[src/rtl/keypad_scanner_if.sv]
// rtl/keypad_scanner_if.sv - keypad matrix and decoded-key signal bundle
interface keypad_scanner_if;
   logic [3:0] row;            // row sense, active-low, asynchronous to hwclk
   logic [3:0] col;            // column drive, active-low, one-cold
   logic [7:0] key;            // last accepted key code, zero-extended
   logic       key_is_digit;   // key is 0..9
   logic       button_pressed; // single-cycle strobe per accepted press

   // scanner side
   modport master (
      input  row,
      output col, key, key_is_digit, button_pressed
   );

   // keypad / downstream side
   modport slave (
      output row,
      input  col, key, key_is_digit, button_pressed
   );
endinterface

[src/rtl/keypad_scanner.sv]
// rtl/keypad_scanner.sv - 4x4 keypad column scanner with press/release debounce and decode
module keypad_scanner #(
   parameter int SCAN_DIV        = 3000,
   parameter int DEBOUNCE_CYCLES = 60000
) (
   input  logic              hwclk,
   input  logic              reset,
   keypad_scanner_if.master  kp
);

   localparam int CNT_MAX = (SCAN_DIV > DEBOUNCE_CYCLES) ? SCAN_DIV : DEBOUNCE_CYCLES;
   localparam int CW      = $clog2(CNT_MAX + 1);
   localparam logic [CW-1:0] SCAN_LAST = CW'(SCAN_DIV - 1);
   localparam logic [CW-1:0] DB_LAST   = CW'(DEBOUNCE_CYCLES - 1);
   localparam logic [CW-1:0] CNT_ONE   = CW'(1);

   typedef enum logic [1:0] {
      SCAN     = 2'd0,
      DEBOUNCE = 2'd1,
      HELD     = 2'd2
   } state_t;

   state_t        state_q, state_d;
   logic [1:0]    c_q, c_d;
   logic [CW-1:0] cnt_q, cnt_d;
   logic [3:0]    cand_q, cand_d;
   logic [7:0]    key_q, key_d;
   logic          dig_q, dig_d;
   logic          bp_q, bp_d;
   logic [3:0]    rs1_q, rs_q;
   logic [3:0]    dec;

   // Lowest-numbered low row wins; the column is the one currently driven.
   function automatic logic [3:0] decode(input logic [1:0] c, input logic [3:0] r);
      logic [1:0] ri;
      logic [3:0] code;
      if (!r[0])      ri = 2'd0;
      else if (!r[1]) ri = 2'd1;
      else if (!r[2]) ri = 2'd2;
      else            ri = 2'd3;
      case ({ri, c})
         4'h0: code = 4'd1;   4'h1: code = 4'd2;   4'h2: code = 4'd3;   4'h3: code = 4'd10;
         4'h4: code = 4'd4;   4'h5: code = 4'd5;   4'h6: code = 4'd6;   4'h7: code = 4'd11;
         4'h8: code = 4'd7;   4'h9: code = 4'd8;   4'hA: code = 4'd9;   4'hB: code = 4'd12;
         4'hC: code = 4'd14;  4'hD: code = 4'd0;   4'hE: code = 4'd15;  default: code = 4'd13;
      endcase
      return code;
   endfunction

   // Two-flop synchroniser for the asynchronous row inputs (idle = all high).
   always_ff @(posedge hwclk or posedge reset) begin
      if (reset) begin
         rs1_q <= 4'b1111;
         rs_q  <= 4'b1111;
      end else begin
         rs1_q <= kp.row;
         rs_q  <= rs1_q;
      end
   end

   // State, counter, candidate and output registers.
   always_ff @(posedge hwclk or posedge reset) begin
      if (reset) begin
         state_q <= SCAN;
         c_q     <= 2'd0;
         cnt_q   <= '0;
         cand_q  <= 4'b1111;
         key_q   <= 8'd0;
         dig_q   <= 1'b1;
         bp_q    <= 1'b0;
      end else begin
         state_q <= state_d;
         c_q     <= c_d;
         cnt_q   <= cnt_d;
         cand_q  <= cand_d;
         key_q   <= key_d;
         dig_q   <= dig_d;
         bp_q    <= bp_d;
      end
   end

   // Next-state: scan columns, debounce a candidate pattern, then wait for a clean release.
   always_comb begin
      state_d = state_q;
      c_d     = c_q;
      cnt_d   = cnt_q;
      cand_d  = cand_q;
      key_d   = key_q;
      dig_d   = dig_q;
      bp_d    = 1'b0;
      dec     = decode(c_q, cand_q);
      case (state_q)
         SCAN: begin
            if (cnt_q == SCAN_LAST) begin
               // Rows are only looked at once the column drive has settled.
               cnt_d = '0;
               if (rs_q == 4'b1111) begin
                  c_d = c_q + 2'd1;
               end else begin
                  cand_d  = rs_q;
                  state_d = DEBOUNCE;
               end
            end else begin
               cnt_d = cnt_q + CNT_ONE;
            end
         end
         DEBOUNCE: begin
            if (rs_q != cand_q) begin
               // Any change of the full row pattern abandons this candidate.
               state_d = SCAN;
               cnt_d   = '0;
            end else if (cnt_q == DB_LAST) begin
               key_d   = {4'd0, dec};
               dig_d   = (dec <= 4'd9);
               bp_d    = 1'b1;
               state_d = HELD;
               cnt_d   = '0;
            end else begin
               cnt_d = cnt_q + CNT_ONE;
            end
         end
         HELD: begin
            if (rs_q != 4'b1111) begin
               cnt_d = '0;
            end else if (cnt_q == DB_LAST) begin
               state_d = SCAN;
               c_d     = c_q + 2'd1;
               cnt_d   = '0;
            end else begin
               cnt_d = cnt_q + CNT_ONE;
            end
         end
         default: begin
            state_d = SCAN;
            cnt_d   = '0;
         end
      endcase
   end

   assign kp.col            = ~(4'b0001 << c_q);
   assign kp.key            = key_q;
   assign kp.key_is_digit   = dig_q;
   assign kp.button_pressed = bp_q;

endmodule
[src/flat_wrapper.sv]
// flat-port wrapper written by rule: the top's interface ports become plain ports
module keypad_scanner_flat 
#(
   parameter int SCAN_DIV        = 3000,
   parameter int DEBOUNCE_CYCLES = 60000
)
  (hwclk, reset, kp_row, kp_col, kp_key, kp_key_is_digit, kp_button_pressed);
  keypad_scanner_if kp_i ();
  input  logic hwclk;
  input  logic reset;
  input wire logic [$bits(kp_i.row)-1:0] kp_row;
  output wire logic [$bits(kp_i.col)-1:0] kp_col;
  output wire logic [$bits(kp_i.key)-1:0] kp_key;
  output wire logic [$bits(kp_i.key_is_digit)-1:0] kp_key_is_digit;
  output wire logic [$bits(kp_i.button_pressed)-1:0] kp_button_pressed;
  assign kp_i.row = kp_row;
  assign kp_col = kp_i.col;
  assign kp_key = kp_i.key;
  assign kp_key_is_digit = kp_i.key_is_digit;
  assign kp_button_pressed = kp_i.button_pressed;
  keypad_scanner #(.SCAN_DIV(SCAN_DIV), .DEBOUNCE_CYCLES(DEBOUNCE_CYCLES)) u_core (.hwclk(hwclk), .reset(reset), .kp(kp_i));
endmodule
[config.mk]
export PLATFORM = sky130hd
export DESIGN_NAME = keypad_scanner_flat
export DESIGN_NICKNAME = d
export VERILOG_FILES = /design/src/rtl/keypad_scanner_if.sv /design/src/rtl/keypad_scanner.sv /design/src/flat_wrapper.sv
export SDC_FILE = /design/constraint.sdc
export NUM_CORES = 1
export LEC_CHECK = 0
export ABC_AREA = 1
export CAP_MARGIN = 25
export CORE_UTILIZATION = 56
export CTS_CLUSTER_SIZE = 24
export DETAILED_ROUTE_END_ITERATION = 8
export PLACE_DENSITY = 0.82
export SKIP_LAST_GASP = 1
export SYNTH_ARGS = -nofsm -noshare
export SYNTH_HDL_FRONTEND = slang
export SYNTH_SLANG_ARGS = --single-unit
[constraint.sdc]
create_clock -name hwclk -period 1.8 [get_ports hwclk]
set_clock_uncertainty 0.05 [all_clocks]
set_input_delay 0.36 -clock hwclk [delete_from_list [all_inputs] [get_ports hwclk]]
set_output_delay 0.36 -clock hwclk [all_outputs]
set_load 0.005 [all_outputs]
==> results.tsv <==
stage	metric	value	unit
worst_setup_path	timing.reg2reg.setup_slack	110	ps
pwr	powerDensity	670	mW/mm^2
place	detailed_place_hpwl	2.78	mm
pwr	totalPowerFinal	1.68	mW
worst_setup_path	r2r_cell_count	12	
worst_setup_path	critical_register_to_register_path_endpoint	u_core.c_q[1]	
sta	final.min_clock_period	1740	ps
hold_path	timing.hold.worst_endpoint	u_core.rs_q[0]	
worst_setup_path	crit_path_start_kind	flip-flop	
layout	fill_cells	263	
floorplan	floorplan.io_pins	20	
global_routing	first_global_vias	1668	
clock_network	cts_max_level	2	
clock_network	cts.hold.buffers_added	0	
floorplan	floorplan.die_area	0.00398	mm^2
place	place_congestion	0.836	
floorplan	floorplan.die.height	63.1	um
clock_network	tritoncts_clock_tree	built	
synthesis	proportion_of_synthesized_chip_area_in_sequential_cells	46.3	%
worst_setup_path	max_stage_delay	420	ps
synthesis	post_synth_instance_area	0.00209	mm^2
sta	fmax	576	MHz
pwr	power.share.combinational	2.4	%
clock_network	clock-root-buffer	sky130_fd_sc_hd__clkbuf_8	
global_routing	grt_overflow	0	
layout	nets	308	
worst_setup_path	critical_path.startpoint	u_core.c_q[0]	
worst_setup_path	top_fanout_value_on_the_critical_path	4	
pwr	clock_power_share	45.3	%
worst_setup_path	crit_type	reg2out	
clock_network	cts.reportedPaths.clkPinSlew	80	ps
synthesis	ys_warn_count	0	
pwr	sequentialPowerShare	52.3	%
worst_setup_path	crit_family	buffers and inverters	
synthesis	main_combinational_cell_family_by_area_after_synthesis	simple AND/OR/NAND/NOR gates	
clock_network	cts-buffers-inserted	5	
detailed_routing	route.vias.total	1756	
pwr	switching_power	346	uW
worst_setup_path	critPathRequiredTime	1390	ps
layout	commonest_cells_after_routing_fill_and_taps_aside	58 x sky130_fd_sc_hd__nand2_1, 52 x sky130_fd_sc_hd__nor2_1, 35 x sky130_fd_sc_hd__inv_1	
sta	layout_worst_path_cycle_share	96.5	%
floorplan	design.core.area	0.00344	mm^2
synthesis	postSynthAreaPerCell	7.79	um^2
layout	summed_area_of_non_filler_cells_in_the_final_layout	0.00250	mm^2
pwr	internal-power	1.33	mW
layout	antenna_cells_inserted	0	
hold_path	min-delay-path-class	reg2reg	
synthesis	area_share_of_xor_xnor_cells_in_the_synthesized_design	3.77	%
floorplan	die_x	63.1	um
detailed_routing	drt_first_iter_violations	185	
synthesis	synth_compound_area_share	5.75	%
global_routing	grt_max_degree	21	
synthesis	synth.distinct_cells	25	
sta	report.final.slew_viol_count	0	
worst_setup_path	rr_startpoint	u_core.cnt_q[0]	
global_routing	grt_first_pass_wirelength	7.04	mm
layout	synthToLayoutAreaGrowth	19.7	%
floorplan	core_rows	21	
pwr	ir_worst_vdd	646	uV
layout	most_common_cell_after_layout_fill_and_taps_aside	sky130_fd_sc_hd__nand2_1	
global_routing	grt_antenna_before_repair	0	
worst_setup_path	worst_path_bufs_invs	4	
clock_network	worst_skew_pair.late_latency	290	ps
synthesis	post_synth_inst_count	268	
detailed_routing	vias_per_cell	5.12	
worst_setup_path	cell_breakdown_of_the_critical_path	buf_6 > inv_4 > ha_2 > inv_1 > clkdlybuf4s15_1	
place	area_post_placement	0.00229	mm^2
worst_setup_path	data_arrival_time_of_the_critical_path	1330	ps
worst_setup_path	cp-end-kind	primary output	
sta	number_of_endpoints_failing_setup_at_the_final_stage	0	
hold_path	worstHoldStart	u_core.rs1_q[0]	
sta	final.hold.worst_slack	307	ps
detailed_routing	ant_nets	0	
detailed_routing	detail_route.drc_violations	0	
hold_path	whs_path_depth	0	
synthesis	post_synth_mux_area_share	0	%
worst_setup_path	cp_slowest_cell	sky130_fd_sc_hd__dfrtp_2	
clock_network	tritoncts_num_sinks	38	
synthesis	synth_fa_ha_area_share	3.59	%
global_routing	global_route.usage.total	22.8	%
detailed_routing	detailed_routing_iterations_pass_1	4	
layout	drive_above_1_share	18.9	%
clock_network	max-clock-path-buffers	2	
floorplan	initial_utilization	60.7	%
pwr	sw_frac_of_total	20.7	%
synthesis	synth_simple_gate_area_share	30.9	%
synthesis	ys_ff_latch	38	
sta	timing_hold_violations_final	0	
detailed_routing	avgRoutedWirePerCell	11.8	um
job	drv_cap	0	
pwr	cellLeakagePower	1.17	nW
detailed_routing	routed_wl	4.05	mm
status	run_status	complete, no violations	
place	number_of_port_buffers	15	
## kinds of logic after synthesis
| family | count (synthesis) |
|---|---|
| flops | 38 |
| buf+inv | 45 |
| compound gates | 22 |
| fa+ha+maj | 6 |
| simple gates | 147 |
| other cells | 1 |
| xor+xnor | 9 |
## state kept, by name, indices dropped and copies added (netlist names)
signal                    flops
u_core.kp.key_is_digit        1
u_core.cand_q                 4
u_core.c_q                    2
u_core.kp.button_pressed      1
u_core.kp.key                 4
u_core.cnt_q                 16
u_core.state_q                2
u_core.rs1_q                  4
u_core.rs_q                   4
## power by group through the flow
stage | Combinational (mW) | Clock, mW | Sequential (mW)
floorplan | 0.0279 | 0 | 0.890
finish | 0.0407 | 0.759 | 0.876
detailed placement | 0.0420 | 0 | 0.891
global placement | 0.0409 | 0 | 0.890
global route | 0.0475 | 0.804 | 0.877
CTS | 0.0420 | 0.774 | 0.876
## how the worst max path moves through the flow
stage | end | slack (ps) | cells after the start
after floorplan | u_core.cnt_q[0] | 240 | 11
after global placement | kp_col[0] | 110 | 4
after detailed placement | kp_col[0] | 70 | 4
after CTS | kp_col[0] | 10 | 5
after global routing | kp_col[2] | -4 | 5
final | kp_col[0] | 60 | 5
## per-stage QoR
stage	util (%)	setup WS (ps)	TNS (ps)	std cells
after CTS	71.1	12.9	0	341
after global routing	72.6	-4.30	-5.70	343
after detailed placement	66.5	68.0	0	329
after global placement	66.5	114	0	329
after floorplan	-	243	0	271
final	72.6	62.4	0	343
## repair_timing
| item | CTS | global route |
|---|---|---|
| endpoints found under the setup margin | 4 | 22 |
| gates resized for setup | 8 | 10 |
| setup buffers | 4 | 2 |
## metal layers
| metal | wire [um] | GRT usage (%) | up-vias |
|---|---|---|---|
| li1 | - | - | 872 |
| met1 | 1820 | 29.0 | 811 |
| met2 | 1940 | 36.8 | 64 |
| met3 | 206 | 6.16 | 9 |
| met4 | 78 | 8.72 | 0 |
| met5 | 0 | 0 | - |
## layout make-up
cell class                      instances  area, um^2  area share (%)
Timing Repair Buffer                   24         230            9.21
Clock inverter                          1        8.76           0.350
Tap cell                               46        57.6            2.30
Clock buffer                            7         119            4.75
Inverter                               39         149            5.96
Sequential cell                        38         968            38.7
Multi-Input combinational cell        188         967            38.7
## cell usage after synthesis (all sizes together)
master / n / area share [%]
nor2: 62 / 13
a21oi: 6 / 1.4
dfstp: 13 / 16
o31ai: 1 / 0.36
conb: 1 / 0.18
xor2: 8 / 3.4
ha: 6 / 3.6
buf: 6 / 2.5
a22oi: 1 / 0.36
o22ai: 1 / 0.30
o21ai: 13 / 3.3
xnor2: 1 / 0.42
nand3: 14 / 3.6
inv: 39 / 7.0
nand4: 6 / 1.8
nor3: 2 / 0.48
nand2: 63 / 12
dfrtp: 25 / 30
Power figures use the tool's default switching activity.
